==> src/rtl/dot_acc_pack_pkg.sv <==
// Shared definitions for the dot-product accumulate/pack block.
// Holds the default line/result widths, counter widths and the FSM
// state encoding so the top and its packer agree on them.
package dot_acc_pack_pkg;

    localparam int CACHE_WIDTH_DEF = 512;
    localparam int DATA_WIDTH_DEF  = 32;
    localparam int LPR_W           = 16;   // lines-per-row counter width
    localparam int ROWS_W          = 32;   // row counter width

    typedef enum logic [1:0] {
        ST_IDLE  = 2'd0,
        ST_RUN   = 2'd1,
        ST_FLUSH = 2'd2
    } acc_state_t;

endpackage

==> src/rtl/dot_acc_pack_packer.sv <==
// dot_line_packer: collects row results into a line-wide pack buffer and
// hands full (or final, partially filled) lines to a held output register.
//
// Ports:
//   clk, rst_n        clock, asynchronous active-low reset
//   clear             start of a new job: empty pack buffer, clear overflow
//   wr_en/wr_data     row result to place into the next free slot
//   wr_last           this row is the job's final row (forces a hand-off)
//   out_ack           consumer accepts out_line this cycle
//   out_line/out_valid  held output line
//   pack_pending      pack buffer is waiting to move to the output register
//   overflow          sticky: a row result arrived while the buffer was blocked
module dot_line_packer #(
    parameter int CACHE_WIDTH = 512,
    parameter int DATA_WIDTH  = 32
) (
    input  logic                   clk,
    input  logic                   rst_n,
    input  logic                   clear,
    input  logic                   wr_en,
    input  logic                   wr_last,
    input  logic [DATA_WIDTH-1:0]  wr_data,
    input  logic                   out_ack,
    output logic [CACHE_WIDTH-1:0] out_line,
    output logic                   out_valid,
    output logic                   pack_pending,
    output logic                   overflow
);

    localparam int SLOTS  = CACHE_WIDTH / DATA_WIDTH;
    localparam int SLOT_W = (SLOTS > 1) ? $clog2(SLOTS) : 1;

    logic [CACHE_WIDTH-1:0] pack_buf;
    logic [SLOT_W-1:0]      slot;
    logic                   move;
    logic                   wr_ok;
    logic [SLOT_W-1:0]      wr_slot;
    logic                   slot_full;

    // A move empties the buffer on the same edge, so a row landing in the
    // move cycle goes into slot 0 of the fresh buffer instead of being
    // dropped; this keeps back-to-back strobes stall-free.
    assign move      = pack_pending && (!out_valid || out_ack);
    assign wr_ok     = wr_en && (!pack_pending || move);
    assign wr_slot   = move ? '0 : slot;
    assign slot_full = (wr_slot == SLOT_W'(SLOTS - 1));

    always_ff @(posedge clk or negedge rst_n) begin
        if (!rst_n) begin
            pack_buf     <= '0;
            slot         <= '0;
            pack_pending <= 1'b0;
            overflow     <= 1'b0;
            out_line     <= '0;
            out_valid    <= 1'b0;
        end else if (clear) begin
            pack_buf     <= '0;
            slot         <= '0;
            pack_pending <= 1'b0;
            overflow     <= 1'b0;
        end else begin
            if (move) begin
                out_line     <= pack_buf;
                out_valid    <= 1'b1;
                pack_buf     <= '0;        // zero-fill for the next line
                slot         <= '0;
                pack_pending <= 1'b0;
            end else if (out_valid && out_ack) begin
                out_valid <= 1'b0;
            end

            // Later non-blocking writes override the clear above.
            if (wr_ok) begin
                pack_buf[wr_slot*DATA_WIDTH +: DATA_WIDTH] <= wr_data;
                slot <= slot_full ? '0 : wr_slot + 1'b1;
                if (slot_full || wr_last) begin
                    pack_pending <= 1'b1;
                end
            end else if (wr_en) begin
                overflow <= 1'b1;
            end
        end
    end

endmodule

==> src/rtl/dot_acc_pack.sv <==
// dot_acc_pack: accumulates L partial dot products per row, packs row
// results into cache-line-wide words and presents them with a
// valid/ack handshake. Upstream strobes cannot be backpressured.
//
// Ports:
//   clk, rst_n            clock, asynchronous active-low reset
//   start                 one-cycle job start (honoured in IDLE only)
//   lines_per_row         partials per row (0 treated as 1), sampled on start
//   num_rows              rows in the job, sampled on start
//   in_valid/in_data      partial result strobe
//   out_line/out_valid    packed line, held until out_ack
//   out_ack               consumer accepts the line
//   busy                  job in progress
//   done                  one-cycle pulse after the final line is accepted
//   overflow              sticky row-drop indicator
//
// state | meaning
// IDLE  | waiting for start
// RUN   | accumulating partials, writing row results to the packer
// FLUSH | all rows written, draining remaining line(s) to the consumer
module dot_acc_pack
    import dot_acc_pack_pkg::*;
#(
    parameter int CACHE_WIDTH = CACHE_WIDTH_DEF,
    parameter int DATA_WIDTH  = DATA_WIDTH_DEF
) (
    input  logic                   clk,
    input  logic                   rst_n,
    input  logic                   start,
    input  logic [LPR_W-1:0]       lines_per_row,
    input  logic [ROWS_W-1:0]      num_rows,
    input  logic                   in_valid,
    input  logic [DATA_WIDTH-1:0]  in_data,
    output logic [CACHE_WIDTH-1:0] out_line,
    output logic                   out_valid,
    input  logic                   out_ack,
    output logic                   busy,
    output logic                   done,
    output logic                   overflow
);

    acc_state_t state, next_state;

    logic [LPR_W-1:0]      l_reg;
    logic [ROWS_W-1:0]     r_reg;
    logic [DATA_WIDTH-1:0] acc;
    logic [LPR_W-1:0]      line_cnt;
    logic [ROWS_W-1:0]     row_cnt;

    logic                  start_job;
    logic                  run_strobe;
    logic                  row_end;
    logic                  final_row;
    logic [DATA_WIDTH-1:0] row_sum;
    logic                  pack_pending;
    logic                  last_ack;

    assign start_job  = (state == ST_IDLE) && start;
    assign run_strobe = (state == ST_RUN) && in_valid;
    assign row_sum    = acc + in_data;
    assign row_end    = run_strobe && ((line_cnt + 1'b1) == l_reg);
    assign final_row  = row_end && ((row_cnt + 1'b1) == r_reg);
    // Last line leaves only when nothing is queued behind it in the packer.
    assign last_ack   = (state == ST_FLUSH) && out_valid && out_ack && !pack_pending;
    assign busy       = (state != ST_IDLE);

    always_ff @(posedge clk or negedge rst_n) begin
        if (!rst_n) begin
            state <= ST_IDLE;
        end else begin
            state <= next_state;
        end
    end

    always_comb begin
        next_state = state;
        case (state)
            ST_IDLE:  if (start && (num_rows != '0)) next_state = ST_RUN;
            ST_RUN:   if (final_row)                 next_state = ST_FLUSH;
            ST_FLUSH: if (last_ack)                  next_state = ST_IDLE;
            default:                                 next_state = ST_IDLE;
        endcase
    end

    always_ff @(posedge clk or negedge rst_n) begin
        if (!rst_n) begin
            l_reg    <= '0;
            r_reg    <= '0;
            acc      <= '0;
            line_cnt <= '0;
            row_cnt  <= '0;
            done     <= 1'b0;
        end else begin
            done <= (start_job && (num_rows == '0)) || last_ack;
            if (start_job) begin
                l_reg    <= (lines_per_row == '0) ? LPR_W'(1) : lines_per_row;
                r_reg    <= num_rows;
                acc      <= '0;
                line_cnt <= '0;
                row_cnt  <= '0;
            end else if (run_strobe) begin
                if (row_end) begin
                    acc      <= '0;
                    line_cnt <= '0;
                    row_cnt  <= row_cnt + 1'b1;   // counts dropped rows too
                end else begin
                    acc      <= row_sum;
                    line_cnt <= line_cnt + 1'b1;
                end
            end
        end
    end

    dot_line_packer #(
        .CACHE_WIDTH (CACHE_WIDTH),
        .DATA_WIDTH  (DATA_WIDTH)
    ) u_packer (
        .clk          (clk),
        .rst_n        (rst_n),
        .clear        (start_job),
        .wr_en        (row_end),
        .wr_last      (final_row),
        .wr_data      (row_sum),
        .out_ack      (out_ack),
        .out_line     (out_line),
        .out_valid    (out_valid),
        .pack_pending (pack_pending),
        .overflow     (overflow)
    );

endmodule

==> config.mk <==
export PLATFORM = sky130hd
export DESIGN_NAME = dot_acc_pack
export DESIGN_NICKNAME = d
export VERILOG_FILES = /design/src/rtl/dot_acc_pack_pkg.sv /design/src/rtl/dot_acc_pack_packer.sv /design/src/rtl/dot_acc_pack.sv
export SDC_FILE = /design/constraint.sdc
export NUM_CORES = 2
export LEC_CHECK = 0
export BUFFER_PORTS_ARGS = -buffer_cell sky130_fd_sc_hd__buf_2
export CORE_AREA = 5 5 358 360
export DETAILED_ROUTE_END_ITERATION = 12
export DIE_AREA = 0 0 363 365
export GPL_TIMING_DRIVEN = 0
export HOLD_SLACK_MARGIN = 0.12
export REMOVE_ABC_BUFFERS = 1
export SKIP_LAST_GASP = 1
export SYNTH_ARGS = -nofsm -noshare
export SYNTH_HDL_FRONTEND = slang
export SYNTH_SLANG_ARGS = --single-unit
==> constraint.sdc <==
create_clock -name clk -period 3.8 [get_ports clk]
set_input_delay 0.57 -clock clk [delete_from_list [all_inputs] [get_ports clk]]
set_output_delay 0.57 -clock clk [all_outputs]
set_load 0.01 [all_outputs]
Yosys cells after proc, flatten, opt, wreduce, memory -nomap -nowiden:

Index checks and enable logic that the tools add are counted.

* bits in registers: 1162
* word-level logic and storage cells: 93

* bitwise gates (word level): 1
* add/subtract/negate cells: 5
* reductions and logical operators: 31
* equality and inequality tests: 9
* muxes and demuxes: 32
* shifts and indexed selects: 2

Operators with widths (number)
* $mux W512: 4
* $bwmux W512: 1
* $shift A32 B34 Y512 const A: 1
* $shiftx A32 B34 Y512: 1
* $mux W32: 6
* $mux W16: 4
* $neg A9 Y34: 1
* $add A32 B1 Y32 const B: 1
* $add A32 B32 Y32: 1
* $eq A32 B32 Y1: 1
* $logic_not A32 Y1: 1
* $reduce_bool A32 Y1: 1
* $add A16 B1 Y16 const B: 1
* $eq A16 B16 Y1: 1
* $logic_not A16 Y1: 1
* $mux W4: 4
* $logic_and A1 B1 Y1: 12
* $mux W1: 9
* $reduce_and A2 Y1: 4
* $reduce_bool A2 Y1: 4
* $mux W2: 3
* $pmux W2 S3: 1
* $add A4 B1 Y4 const B: 1
* $eq A4 B4 Y1 const B: 1
* 9 further kinds: 15

Depth between registers and ports, before layout:

* word-level depth: 9
* gate-level depth with buffers: 16
* mapped depth without buffers: 12

Hierarchy:

A second synthesis with hierarchy kept.

* cells, all modules: 4026
* area total of the unflattened synthesis: 49431.2 sq um

Modules (own cells, without submodules)
* dot_line_packer: cells each 3092, area each 40655.2 sq um, instances 1, seq. area each 25799.7 sq um
* dot_acc_pack: cells each 934, area each 8775.9 sq um, instances 1, seq. area each 3278.1 sq um

Worst setup path before layout:

Ideal clock, no wire load.

* kind: input to register
* start: in out_ack
* end: reg u_packer.pack_buf[326]
* slack: -0.002 ns
* arrival time: 3.724 ns
* buffers on the path: 4
* stages on the path: 13
* cells stage by stage: nand2b_1 nand2_1 clkbuf_1 clkbuf_1 o31ai_1 ha_1 nor2_1 nor4b_1 and3_1 clkbuf_1 buf_1 nand2_1 a21oi_1

* cells in the longest elaborated chain, start to end: 8

Ends and longest elaborated chain
* start, declared: RTL line dot_acc_pack.sv:36 `input logic out_ack,`
* $logic_or A1 B1 Y1 *: RTL line dot_acc_pack_packer.sv:43 `assign move = pack_pending && (!out_valid || out_ack);`
* $logic_and A1 B1 Y1 *: RTL line dot_acc_pack_packer.sv:43
* $mux W4
* $neg A9 Y34: RTL line dot_acc_pack_packer.sv:74 `pack_buf[wr_slot*DATA_WIDTH +: DATA_WIDTH] <= wr_data;`
* $shiftx A32 B34 Y512 / $shift A32 B34 Y512 (equally long branches): RTL line dot_acc_pack_packer.sv:74
* $bwmux W512: RTL line dot_acc_pack_packer.sv:74
* $mux W512 *: RTL line dot_acc_pack_packer.sv:73 `if (wr_ok) begin`
* $mux W512 *: RTL line dot_acc_pack_packer.sv:56 `end else if (clear) begin`
* end signal, assigned by index: RTL line dot_acc_pack_packer.sv:74
* end, declared: RTL line dot_acc_pack_packer.sv:33 `logic [CACHE_WIDTH-1:0] pack_buf;`

Mark *: on every way between the ends. The rest lies on a longest branch, timed or not. The select of a mux whose other input is x is not followed.
A chain may end at the register's enable or synchronous reset.

Final worst setup path:

* start: reg line_cnt[1]
* end: reg u_packer.pack_buf[17]

* cells in the longest elaborated chain, start to end: 6

Ends and longest elaborated chain
* start, declared: RTL line dot_acc_pack.sv:47 `logic [LPR_W-1:0] line_cnt;`
* start signal, assigned: RTL line dot_acc_pack.sv:108 `line_cnt <= line_cnt + 1'b1;`
* $add A16 B1 Y16: RTL line dot_acc_pack.sv:61 `assign row_end = run_strobe && ((line_cnt + 1'b1) == l_reg);`
* $eq A16 B16 Y1: RTL line dot_acc_pack.sv:61
* $logic_and A1 B1 Y1: RTL line dot_acc_pack.sv:61
* $logic_and A1 B1 Y1: RTL line dot_acc_pack_packer.sv:44 `assign wr_ok = wr_en && (!pack_pending || move);`
* $mux W512: RTL line dot_acc_pack_packer.sv:73
* $mux W512: RTL line dot_acc_pack_packer.sv:56

Every way passes these cells.

==> summary.md <==
| Metric | Value |
|---|---|
| Run status | finished clean |
| TritonCTS clock tree | yes |
| Clock Pin Slew Worst Setup and Hold Paths | approximately 70 ps |
| Sequential-to-total area share from yosys stat | between 50% and 60% |
| Fraction of layout cells with a size suffix above 1 | roughly 32% |
| Crit path from | line_cnt[1]$_DFFE_PN0P_ |
| Total number of vias | 37800 |
| Number of buffers inserted by port buffering | 600 |
| GPL Wtd Cong | ~0.83 |
| Overflow left after global routing | 0 |
| Setup skew after layout | approximately 36 ps |
| Warning count from the yosys run | 0 |
| Tot GR Track Use | roughly 25% |
| Number of ports placed on the die boundary | roughly 600 |
| Data required time at the worst endpoint | 4420 ps |
| Core area | 0.125 mm² |
| Inst Count DP | 6490 |
| Register-to-Register Setup Slack | 100 ps |
| Standby leakage power | 30.5 nW |
| Detail-routed via count per cell | 5.53 |
| Clock Tree Root | sky130_fd_sc_hd__clkbuf_16 |
| Detailed-routing iteration count for the pre-antenna-repair pass | 6 |
| Setup crit start kind | register |
| Clock sinks | roughly 1200 |
| TritonCTS Buffers | 130 |
| Number of cells on the worst hold path | 4 |
| # Max-Cap Violations | 0 |
| Average footprint of a synthesized cell | 11.0 µm² |
| Average wire length per cell after detail routing | roughly 25 µm |
| Antenna violations before repair | 27 |
| Largest buffer count on any clock path | 3 |
| Biggest registers after layout | u_packer.out_line (512), u_packer.pack_buf (512) |
| FF-to-FF End | u_packer.pack_buf[17]$_DFF_PN0_ |
| Wire length of the first global-routing pass | about 250000 µm |
| Number of synthesized flops with an enable pin | 0 |
| Initial drt markers | 3476 |
| Die Width | approximately 360 µm |
| Detail Placement HPWL | 112000 µm |
| R2R depth | 10 |
| Total number of placement rows | 130 |
| H-tree levels | 4 |
| Slew headroom | around 5.4% |
| Highest clock frequency the design can meet | ~270 MHz |
| Vertical die dimension | roughly 370 µm |
| Largest net degree at the start of global routing | approximately 170 |
| Post-layout util | between 40% and 50% |
| Period utilization | approximately 100% |
| Area overhead of the layout relative to synthesis | 24.6% |
| FF+latch count, synth | 1162 |
| Final critical-path required period | 3700 ps |
| Final count of negative-setup-slack endpoints | 0 |
| Critical path class | reg2reg |
| Peak fanout along the critical path | 29 |
| Final hold violation count | 0 |
| Actual transition at the worst max-transition pin | about 1400 ps |
| Count of final max-slew check failures | 0 |
| PnR worst setup slack | 96.3 ps |
| Total Routed Length | between 150000 and 200000 µm |
| WHS | ~240 ps |
| Worst vdd ir | 0.539 mV |
| Endpoint of the worst setup timing path | u_packer.pack_buf[17]$_DFF_PN0_ |
| Power density relative to cell area | just under 600 mW/mm² |
| Number of global-route vias before repair | approximately 37000 |
| Clock latency on the worst-skew pair | approximately 800 ps |
| Beginning of the worst register-to-register path | line_cnt[1]$_DFFE_PN0P_ |
| Remaining antenna violation count | 0 |
| Setup_tns | 0 ps |
| Post-layout nets | around 5200 |
| Crit end category | register |
| Async S/R FF share, synth | 100% |
| Die footprint | around 0.13 mm² |
| Netlist Area Pre-Place | just under 0.05 mm² |
| # DRC | 0 |
| Initial core utilization | between 30% and 40% |
| Arrival time of data at the critical path endpoint | between 4000 and 5000 ps |
| Cell Count, Final, Fillers Out | around 6800 |
| Placement Setup Slack | -1330 ps |
| Commonest register cell after synthesis | sky130_fd_sc_hd__dfrtp_1 |
| Post-synth cell types | 77 |
| Synthesized instance count | ~4500 |
| Path category of the worst min-delay check | in2reg |
## per-stage QoR
stage | power, mW | cell area, µm²
2_1_floorplan | 16.2 | 47900
3_3_place_gp | 20.2 | 53000
3_5_place_dp | 22.6 | 55800
4_1_cts | 36.1 | 61400
5_1_grt | 37.3 | 61700
6_report | 36.1 | 61700
## synth_stat cells (all sizes together), types with 5 or more instances
cell type,number,area share [%]
or3,14,0.18
o31ai,18,0.27
a31oi,24,0.30
mux2,513,12
nand2b,17,0.21
and3,37,0.47
nand3,626,6.3
xor2,35,0.62
or4,7,0.12
a21oi,440,4.6
and4,10,0.18
dfrtp,1162,59
o21ai,186,1.9
inv,20,0.15
clkbuf,253,1.9
and2,26,0.33
nor3,21,0.26
nor4b,5,0.18
nor2b,8,0.10
o211ai,6,0.091
buf,119,1.3
nand4,39,0.49
ha,36,0.91
a21o,28,0.42
nand2,592,4.6
nor2,61,0.46
a22o,32,0.57
nor4,24,0.33
xnor2,65,1.1
## routing by layer
metal / GRT usage (%) / up-vias / share of wire, %
li1: - / 17000 / -
met3: 6.57 / 274 / 7.9
met5: 0 / - / 0.068
met1: 33.7 / 19300 / 42
met2: 39.5 / 1312 / 47
met4: 8.34 / 18 / 3.3
## power breakdown
part	leakage [nW]	switching (mW)	total (mW)	internal, mW
clock network	2.19	5.40	13.2	7.78
logic	12.2	6.60	9.90	3.31
registers	16.1	0.277	13.0	12.7
total	30.5	12.3	36.1	23.8
## repair_timing
item                                    in CTS  in global routing
hold buffers                                50                  0
pin swaps                                   19                 10
resized for setup                           61                 20
cloned                                       4                  1
endpoints found under the hold margin      163                  0
setup buffers                               33                 21
endpoints found under the setup margin     533                389
## area by class of cell
| type | instances | area (µm²) |
|---|---|---|
| Sequential cell | 1162 | 29100 |
| Fill cell | 11200 | 63000 |
| Inverter | 20 | 75.1 |
| Clock inverter | 46 | 713 |
| Timing Repair Buffer | 825 | 6320 |
| Antenna cell | 13 | 32.5 |
| Clock buffer | 188 | 3790 |
| Tap cell | 1650 | 2060 |
| Multi-Input combinational cell | 2942 | 19600 |
## cell families (layout without fill, tap and decap cells)
| family | Yosys count | in the layout | synth area share [%] |
|---|---|---|---|
| compound gates | 784 | 784 | 9.02 |
| xor+xnor | 100 | 100 | 1.77 |
| fa+ha+maj | 37 | 37 | 0.950 |
| buf+inv | 392 | 1079 | 3.39 |
| flops | 1162 | 1162 | 58.7 |
| mux | 515 | 515 | 11.7 |
| other cells | 0 | 13 | 0 |
| simple gates | 1501 | 1506 | 14.5 |
## critical path, stage by stage (launching register included)
cell and delay, ps:
sky130_fd_sc_hd__dfrtp_1 440, sky130_fd_sc_hd__nand3_2 160, sky130_fd_sc_hd__or4_1 570, sky130_fd_sc_hd__nor3_1 220
sky130_fd_sc_hd__a31oi_2 160, sky130_fd_sc_hd__or4_4 630, sky130_fd_sc_hd__or2_4 340, sky130_fd_sc_hd__or4_4 610
sky130_fd_sc_hd__buf_12 230, sky130_fd_sc_hd__nand3_1 110, sky130_fd_sc_hd__a21oi_1 70
## cells in the final DEF, fill, tap and decap left out, drive strengths merged, types with 36 or more instances in the layout
cell | netlist | layout
and3 | 37 | 37
nand3 | 626 | 628
ha | 36 | 36
buf | 119 | 775
dfrtp | 1162 | 1162
clkbuf | 253 | 188
a21oi | 440 | 440
nand4 | 39 | 39
xnor2 | 65 | 65
mux2 | 513 | 513
o21ai | 186 | 186
dlygate4sd3 | 0 | 50
nor2 | 61 | 61
nand2 | 592 | 592
## worst min-delay path by stage
| stage | from | endpoint | slack (ps) |
|---|---|---|---|
| floorplan | rst_n | acc[0]$_DFFE_PN0P_ | 270 |
| global placement | u_packer.pack_buf[266]$_DFF_PN0_ | u_packer.pack_buf[266]$_DFF_PN0_ | 470 |
| detailed placement | u_packer.pack_buf[469]$_DFF_PN0_ | u_packer.pack_buf[469]$_DFF_PN0_ | 470 |
| CTS | out_ack | state[1]$_DFFE_PN0P_ | 180 |
| global route | out_ack | state[1]$_DFFE_PN0P_ | 270 |
| finish | out_ack | state[1]$_DFFE_PN0P_ | 240 |
No activity file was read; power rests on OpenSTA's default activity.
